--- config.mk ---
export PLATFORM = sky130hd
export DESIGN_NAME = dram_stream_reader
export DESIGN_NICKNAME = d
export VERILOG_FILES = /design/src/rtl/dram_stream_reader.sv
export SDC_FILE = /design/constraint.sdc
export NUM_CORES = 2
export LEC_CHECK = 0
export CAP_MARGIN = 10
export CORE_AREA = 8 8 559 561
export CTS_BUF_LIST = sky130_fd_sc_hd__clkbuf_2 sky130_fd_sc_hd__clkbuf_4 sky130_fd_sc_hd__clkbuf_8
export CTS_CLUSTER_SIZE = 20
export DETAILED_ROUTE_END_ITERATION = 8
export DIE_AREA = 0 0 567 569
export PLACE_DENSITY = 0.45
export RECOVER_POWER = 25
export SLEW_MARGIN = 25
export SYNTH_ARGS = -nofsm -noshare
export SYNTH_HDL_FRONTEND = slang
export SYNTH_SLANG_ARGS = --single-unit
--- constraint.sdc ---
create_clock -name clk -period 10.2 [get_ports clk]
set_clock_uncertainty 0.05 [all_clocks]
set_input_delay 3.06 -clock clk [delete_from_list [all_inputs] [get_ports clk]]
set_output_delay 3.06 -clock clk [all_outputs]
set_load 0.005 [all_outputs]
--- src/rtl/dram_stream_reader.sv ---
// DRAM-to-stream read engine: issues Avalon-MM burst reads under FIFO credit control
// and forwards returned beats to the downstream FIFO write port.
module dram_stream_reader #(
   parameter int DATA_W     = 512,
   parameter int ADDR_W     = 64,
   parameter int BURST_W    = 3,
   parameter int MAX_BURST  = 4,
   parameter int COUNT_W    = 64,
   parameter int FIFO_DEPTH = 256,
   parameter int USEDW_W    = 11
) (
   input  logic                clk,
   input  logic                reset,
   input  logic                start,
   input  logic                abort,
   input  logic [ADDR_W-1:0]   src_addr,
   input  logic [COUNT_W-1:0]  beat_count,
   output logic                busy,
   output logic                done,
   output logic                aborted,
   output logic                proto_err,
   output logic [COUNT_W-1:0]  beats_issued,
   output logic [COUNT_W-1:0]  beats_received,
   output logic [ADDR_W-1:0]   m_address,
   output logic [BURST_W-1:0]  m_burstcount,
   output logic                m_read,
   output logic [DATA_W/8-1:0] m_byteenable,
   input  logic                m_waitrequest,
   input  logic [DATA_W-1:0]   m_readdata,
   input  logic                m_readdatavalid,
   output logic [DATA_W-1:0]   dout,
   output logic                dout_valid,
   input  logic [USEDW_W-1:0]  fifo_usedw
);
   localparam int BYTES   = DATA_W / 8;
   localparam int BYTE_SH = $clog2(BYTES);
   // Credit sum is formed wide enough that no operand can wrap it.
   localparam int SUM_W   = ((COUNT_W > USEDW_W) ? COUNT_W : USEDW_W) + 2;

   typedef enum logic [1:0] {S_IDLE, S_ISSUE, S_DRAIN, S_FINISH} state_t;

   state_t              r_state;
   state_t              w_state_next;

   logic [ADDR_W-1:0]   r_base;
   logic [COUNT_W-1:0]  r_len;
   logic [COUNT_W-1:0]  r_issued;
   logic [COUNT_W-1:0]  r_received;
   logic [COUNT_W-1:0]  r_outstanding;
   logic                r_read;
   logic [ADDR_W-1:0]   r_address;
   logic [BURST_W-1:0]  r_burstcount;
   logic [DATA_W-1:0]   r_dout;
   logic                r_dout_valid;
   logic                r_done;
   logic                r_aborted;
   logic                r_abort_pend;
   logic                r_proto_err;

   logic [COUNT_W-1:0]  w_remaining;
   logic [BURST_W-1:0]  w_burst;
   logic [SUM_W-1:0]    w_credit_sum;
   logic                w_credit_ok;
   logic                w_accept;
   logic                w_abort_any;
   logic                w_rv_ok;
   logic                w_rv_err;
   logic                w_busy;
   logic                w_start_ok;
   logic                w_issue;

   assign w_remaining  = r_len - r_issued;
   assign w_accept     = r_read & ~m_waitrequest;
   assign w_abort_any  = r_abort_pend | abort;
   assign w_rv_ok      = m_readdatavalid && (r_state != S_IDLE) && (r_outstanding != '0);
   assign w_rv_err     = m_readdatavalid && !w_rv_ok;

   always_comb begin
      w_burst = w_remaining[BURST_W-1:0];
      if (w_remaining >= COUNT_W'(MAX_BURST)) begin
         w_burst = BURST_W'(MAX_BURST);
      end
   end

   assign w_credit_sum = SUM_W'(fifo_usedw) + SUM_W'(r_outstanding)
                       + SUM_W'(r_dout_valid) + SUM_W'(w_burst);
   assign w_credit_ok  = (w_credit_sum <= SUM_W'(FIFO_DEPTH));

   // State register
   always_ff @(posedge clk) begin
      if (reset) begin
         r_state <= S_IDLE;
      end else begin
         r_state <= w_state_next;
      end
   end

   // Next-state logic
   always_comb begin
      w_state_next = r_state;
      case (r_state)
         S_IDLE: begin
            if (start) begin
               w_state_next = (beat_count == '0) ? S_FINISH : S_ISSUE;
            end
         end
         S_ISSUE: begin
            // A request on the bus is never withdrawn; leave only once it is gone.
            if (!r_read && ((r_issued == r_len) || w_abort_any)) begin
               w_state_next = S_DRAIN;
            end
         end
         S_DRAIN: begin
            if (r_outstanding == '0) begin
               w_state_next = S_FINISH;
            end
         end
         S_FINISH: begin
            w_state_next = S_IDLE;
         end
         default: begin
            w_state_next = S_IDLE;
         end
      endcase
   end

   // State-decoded control
   always_comb begin
      w_busy     = (r_state != S_IDLE);
      w_start_ok = start && (r_state == S_IDLE);
      w_issue    = (r_state == S_ISSUE) && !r_read && w_credit_ok
                   && !w_abort_any && (w_remaining != '0);
   end

   always_ff @(posedge clk) begin
      if (reset) begin
         r_base        <= '0;
         r_len         <= '0;
         r_issued      <= '0;
         r_received    <= '0;
         r_outstanding <= '0;
         r_read        <= 1'b0;
         r_address     <= '0;
         r_burstcount  <= BURST_W'(1);
         r_dout        <= '0;
         r_dout_valid  <= 1'b0;
         r_done        <= 1'b0;
         r_aborted     <= 1'b0;
         r_abort_pend  <= 1'b0;
         r_proto_err   <= 1'b0;
      end else begin
         r_done <= (r_state == S_FINISH);

         if (w_start_ok) begin
            r_base       <= src_addr;
            r_len        <= beat_count;
            r_issued     <= '0;
            r_received   <= '0;
            r_aborted    <= 1'b0;
            r_abort_pend <= 1'b0;
            r_proto_err  <= 1'b0;
         end

         if (abort && w_busy) begin
            r_abort_pend <= 1'b1;
            r_aborted    <= 1'b1;
         end

         if (w_issue) begin
            r_read       <= 1'b1;
            r_address    <= r_base + (ADDR_W'(r_issued) << BYTE_SH);
            r_burstcount <= w_burst;
         end else if (w_accept) begin
            r_read   <= 1'b0;
            r_issued <= r_issued + COUNT_W'(r_burstcount);
         end

         r_outstanding <= r_outstanding
                        + (w_accept ? COUNT_W'(r_burstcount) : '0)
                        - (w_rv_ok ? COUNT_W'(1) : '0);

         r_dout_valid <= w_rv_ok;
         if (w_rv_ok) begin
            r_dout     <= m_readdata;
            r_received <= r_received + COUNT_W'(1);
         end

         // Stray beats are dropped but flagged; this wins over the start clear.
         if (w_rv_err) begin
            r_proto_err <= 1'b1;
         end
      end
   end

   assign busy           = w_busy;
   assign done           = r_done;
   assign aborted        = r_aborted;
   assign proto_err      = r_proto_err;
   assign beats_issued   = r_issued;
   assign beats_received = r_received;
   assign m_address      = r_address;
   assign m_burstcount   = r_burstcount;
   assign m_read         = r_read;
   assign m_byteenable   = '1;
   assign dout           = r_dout;
   assign dout_valid     = r_dout_valid;

endmodule

==> results.txt <==
Status = complete, but fails checks
Failing checks = max-capacitance violations, max-slew violations
EDFF count, synth = 0
Routing usage on met2 = 41.6%
PwrDens = 242 nW/um^2
Worst vdd ir = 0.000108 V
Flops & latches, synth = 906
Met1 GRT Util = 24.4%
Drt via density = 4.47
Crit path cell chain = buf_8 -> clkdlybuf4s25_1 -> a31oi_1 -> mux2_1
Die W = 567 um
H-tree depth = 4
Largest net degree at the start of global routing = 173
GPL Wtd Cong = 0.985
Starting DRT DRC Count = 3,959
Yosys cell types = 98
Initial antenna violation count = 176
Reg2reg end = m_address[59]$_SDFFE_PP0P_
Post-CTS Resized = 0
Synth Instances = 6,302
Max_cap viols = 8
Cell area after synthesis = 48,100 um^2
Number of max-slew violations in the final report = 472
Adder-cell share of the synthesized area = 8.01%
Full die area = 323,000 um^2
Hold endpoint = dout[261]$_SDFFE_PP0P_
Setup Viol. Count Final = 0
Kind of critical path = primary input to flop
Flip-flop and latch area = 18,100 um^2
Root Driver = clkbuf_8
Synth Area in Compound Gates = 18.6%
Slew @ Worst Pin = 6.18 ns
Syn Area/Cell = 7.63 um^2
Top cells by area, synth = dfxtp_1 (38%), nand2_1 (12%), a21oi_1 (9.7%)
Max-slew headroom = -312%
Worst Hold Depth = 2
Layout filler cell count = 33,700
Proportion of layout cells with a drive suffix above 1 = 6.96%
Top Usage Layer GRT = met2
Met3 GRT Util = 9.27%
Critical path arrival = 10.18 ns
Sequential share of the synthesized area = 37.7%
Drt wl/cell = 33.9 um
Hold Crit Start = dout[261]$_SDFFE_PP0P_
Top cells by instance count after synthesis = nand2_1 (1,523), a21oi_1 (934), dfxtp_1 (906)
Final Hold Viols = 0
Die Y = 569 um
Nets = 8,571
ANT nets after route = 0
Final Worst Setup Slack = 0.779 ns
Final period util = 92.4%
Min cycle time layout = 9.42 ns
# IOs = 1,434
Share of async-settable or async-resettable flops after synthesis = 0%
LEAKAGE = 26.5 nW
Worst R2R Path Depth = 34
Setup_tns = 0 ns
Clock sink total = 906
First-pass GRT wire length = 516,000 um
Main flop type after synthesis = dfxtp_1
Top-area cell type share of the netlist area = 37.7%
Critical-path maximum fanout = 139
Vias in the first global route = 51,900
Gr ovfl total = 0
CORE AREA = 304,000 um^2
Reg2reg start = beats_issued[3]$_SDFF_PP0_
Setup Buffers After CTS = 0
Reg2reg setup slack = 0.82 ns
Largest family of logic cells by synthesized area = simple AND/OR/NAND/NOR gates
Post-synthesis simple-gate area fraction = 24.9%
Detailed-route via count = 53,000
Port bufs = 1,369
Hold_buf cts = 0
Critical path launch point type = primary input
TritonCTS Buffers = 199
GRT Util Overall = 23.6%
Most common cell in the netlist = nand2_1
Unrepaired setup endpoints after global routing = no
Dpl ws = 0.865 ns
Setup crit end kind = flop
XOR/XNOR Fraction of Synth Area = 2.86%
Rows = 203
Min-delay worst type = flop to flop
Core Util, Final = 23.2%
Crit path required time = 10.96 ns
Area of the multi-input gates = 27,600 um^2
Starting Density = 15.8%
Clk buf depth = 4
CTS clk-pin slew, worst paths = 0.05 ns
Overall power = 17.1 mW
Maximum clock frequency = 106 MHz
Pre-Repair DR Iteration Count = 7
DP HPWL = 341,000 um
Post-synth top area cell = dfxtp_1
Detailed Route WL = 402,000 um
Mux share of post-synthesis cell area = 2.35%
Synth warn = 0
Slowest Stage Delay on Critical Path = 4.59 ns
DRC violations left = 0
Critical-path top delay cell = clkdlybuf4s25_1
CTS tree = built
Clk Latency, worst-skew pair = 0.98 ns
Layout area overhead = 46.8%
==> per-stage QoR <==
step           hold WS (ns)  cell area, um^2  cells
2_1_floorplan         0.386            48300   6365
3_3_place_gp          0.392            66000  11400
3_5_place_dp          0.397            66000  11400
4_1_cts               0.404            70400  11800
5_1_grt               0.416            70600  11800
6_report              0.400            70600  11900
==> per-layer routing <==
metal / vias to the layer above / part of all wire [%]
met5: - / 0.062
met4: 38 / 5.7
met3: 626 / 9.6
met2: 2147 / 49
met1: 26000 / 36
li1: 24300 / -
==> critical path, delay by kind of cell <==
family | cells | cell delay [ns]
compound gates | 1 | 1.08
buf+inv | 2 | 5.09
mux | 1 | 0.72
==> worst max path at each step <==
| stage | from | endpoint | slack (ns) | depth (start not counted) |
|---|---|---|---|---|
| floorplan | beats_issued[7]$_SDFF_PP0_ | m_address[45]$_SDFFE_PP0P_ | 2.28 | 32 |
| global route | beats_issued[7]$_SDFF_PP0_ | m_address[49]$_SDFFE_PP0P_ | 0.27 | 33 |
| detailed placement | beats_issued[7]$_SDFF_PP0_ | m_address[20]$_SDFFE_PP0P_ | 0.86 | 33 |
| CTS | beats_issued[7]$_SDFF_PP0_ | m_address[17]$_SDFFE_PP0P_ | 0.84 | 33 |
| finish | reset | m_address[61]$_SDFFE_PP0P_ | 0.78 | 4 |
| global placement | beats_issued[15]$_SDFF_PP0_ | m_address[25]$_SDFFE_PP0P_ | 0.86 | 33 |
==> logic make-up after synthesis <==
group           Yosys count
simple gates           2693
compound gates         1510
flops                   906
buf+inv                 627
fa+ha+maj               303
xor+xnor                157
mux                     105
other cells               1
==> area by class of cell <==
class / count / share of cell area, %
diodes: 104 / 0.369
clock buffers: 304 / 5.47
clock inverters: 44 / 0.737
inverters: 223 / 1.19
multi-input cells: 4832 / 39.1
flip-flops and latches: 906 / 25.7
well taps: 3997 / 7.08
repair buffers: 1449 / 20.4
==> layout by cell type, fill, tap and decap left out, types with 19 or more instances in the layout <==
master           count
or2_2               37
mux2i_1             42
nor2_1             366
o21a_1              54
ha_1               295
a211oi_1            34
clkbuf_8           252
conb_1              64
inv_1              222
diode_2            104
nor3_1              66
or4_1               19
o211ai_1            42
nand3_1            195
nand2b_1            69
and4_1              19
o21bai_1            37
nor4_1              47
nand2_1           1522
buf_4               63
mux2_2              46
dfxtp_1            906
a21o_1              94
and3_1              50
xnor2_1            100
nor2b_1             98
or3_1               32
xor2_1              56
dlygate4sd3_1       85
a21oi_1            934
a31oi_1             32
clkinv_2            22
o21ai_0            109
clkdlybuf4s50_1   1283
nand4_1             92
and2_1              22
clkbuf_4            52
==> where the power goes <==
part           switching (mW)  total [mW]  internal (mW)
clock network            2.02        4.65           2.63
logic                    4.97        7.84           2.87
registers               0.501        4.59           4.08
==> registers in the layout (all words and copies together) (netlist names) <==
register,count
beats_issued,64
beats_received,64
done,1
dout,512
dout_valid,1
m_address,64
m_burstcount,3
m_read,1
proto_err,1
r_abort_pend,1
r_base,64
r_len,64
r_outstanding,64
r_state,2
Note: power is estimated with default switching activity, not from simulation.
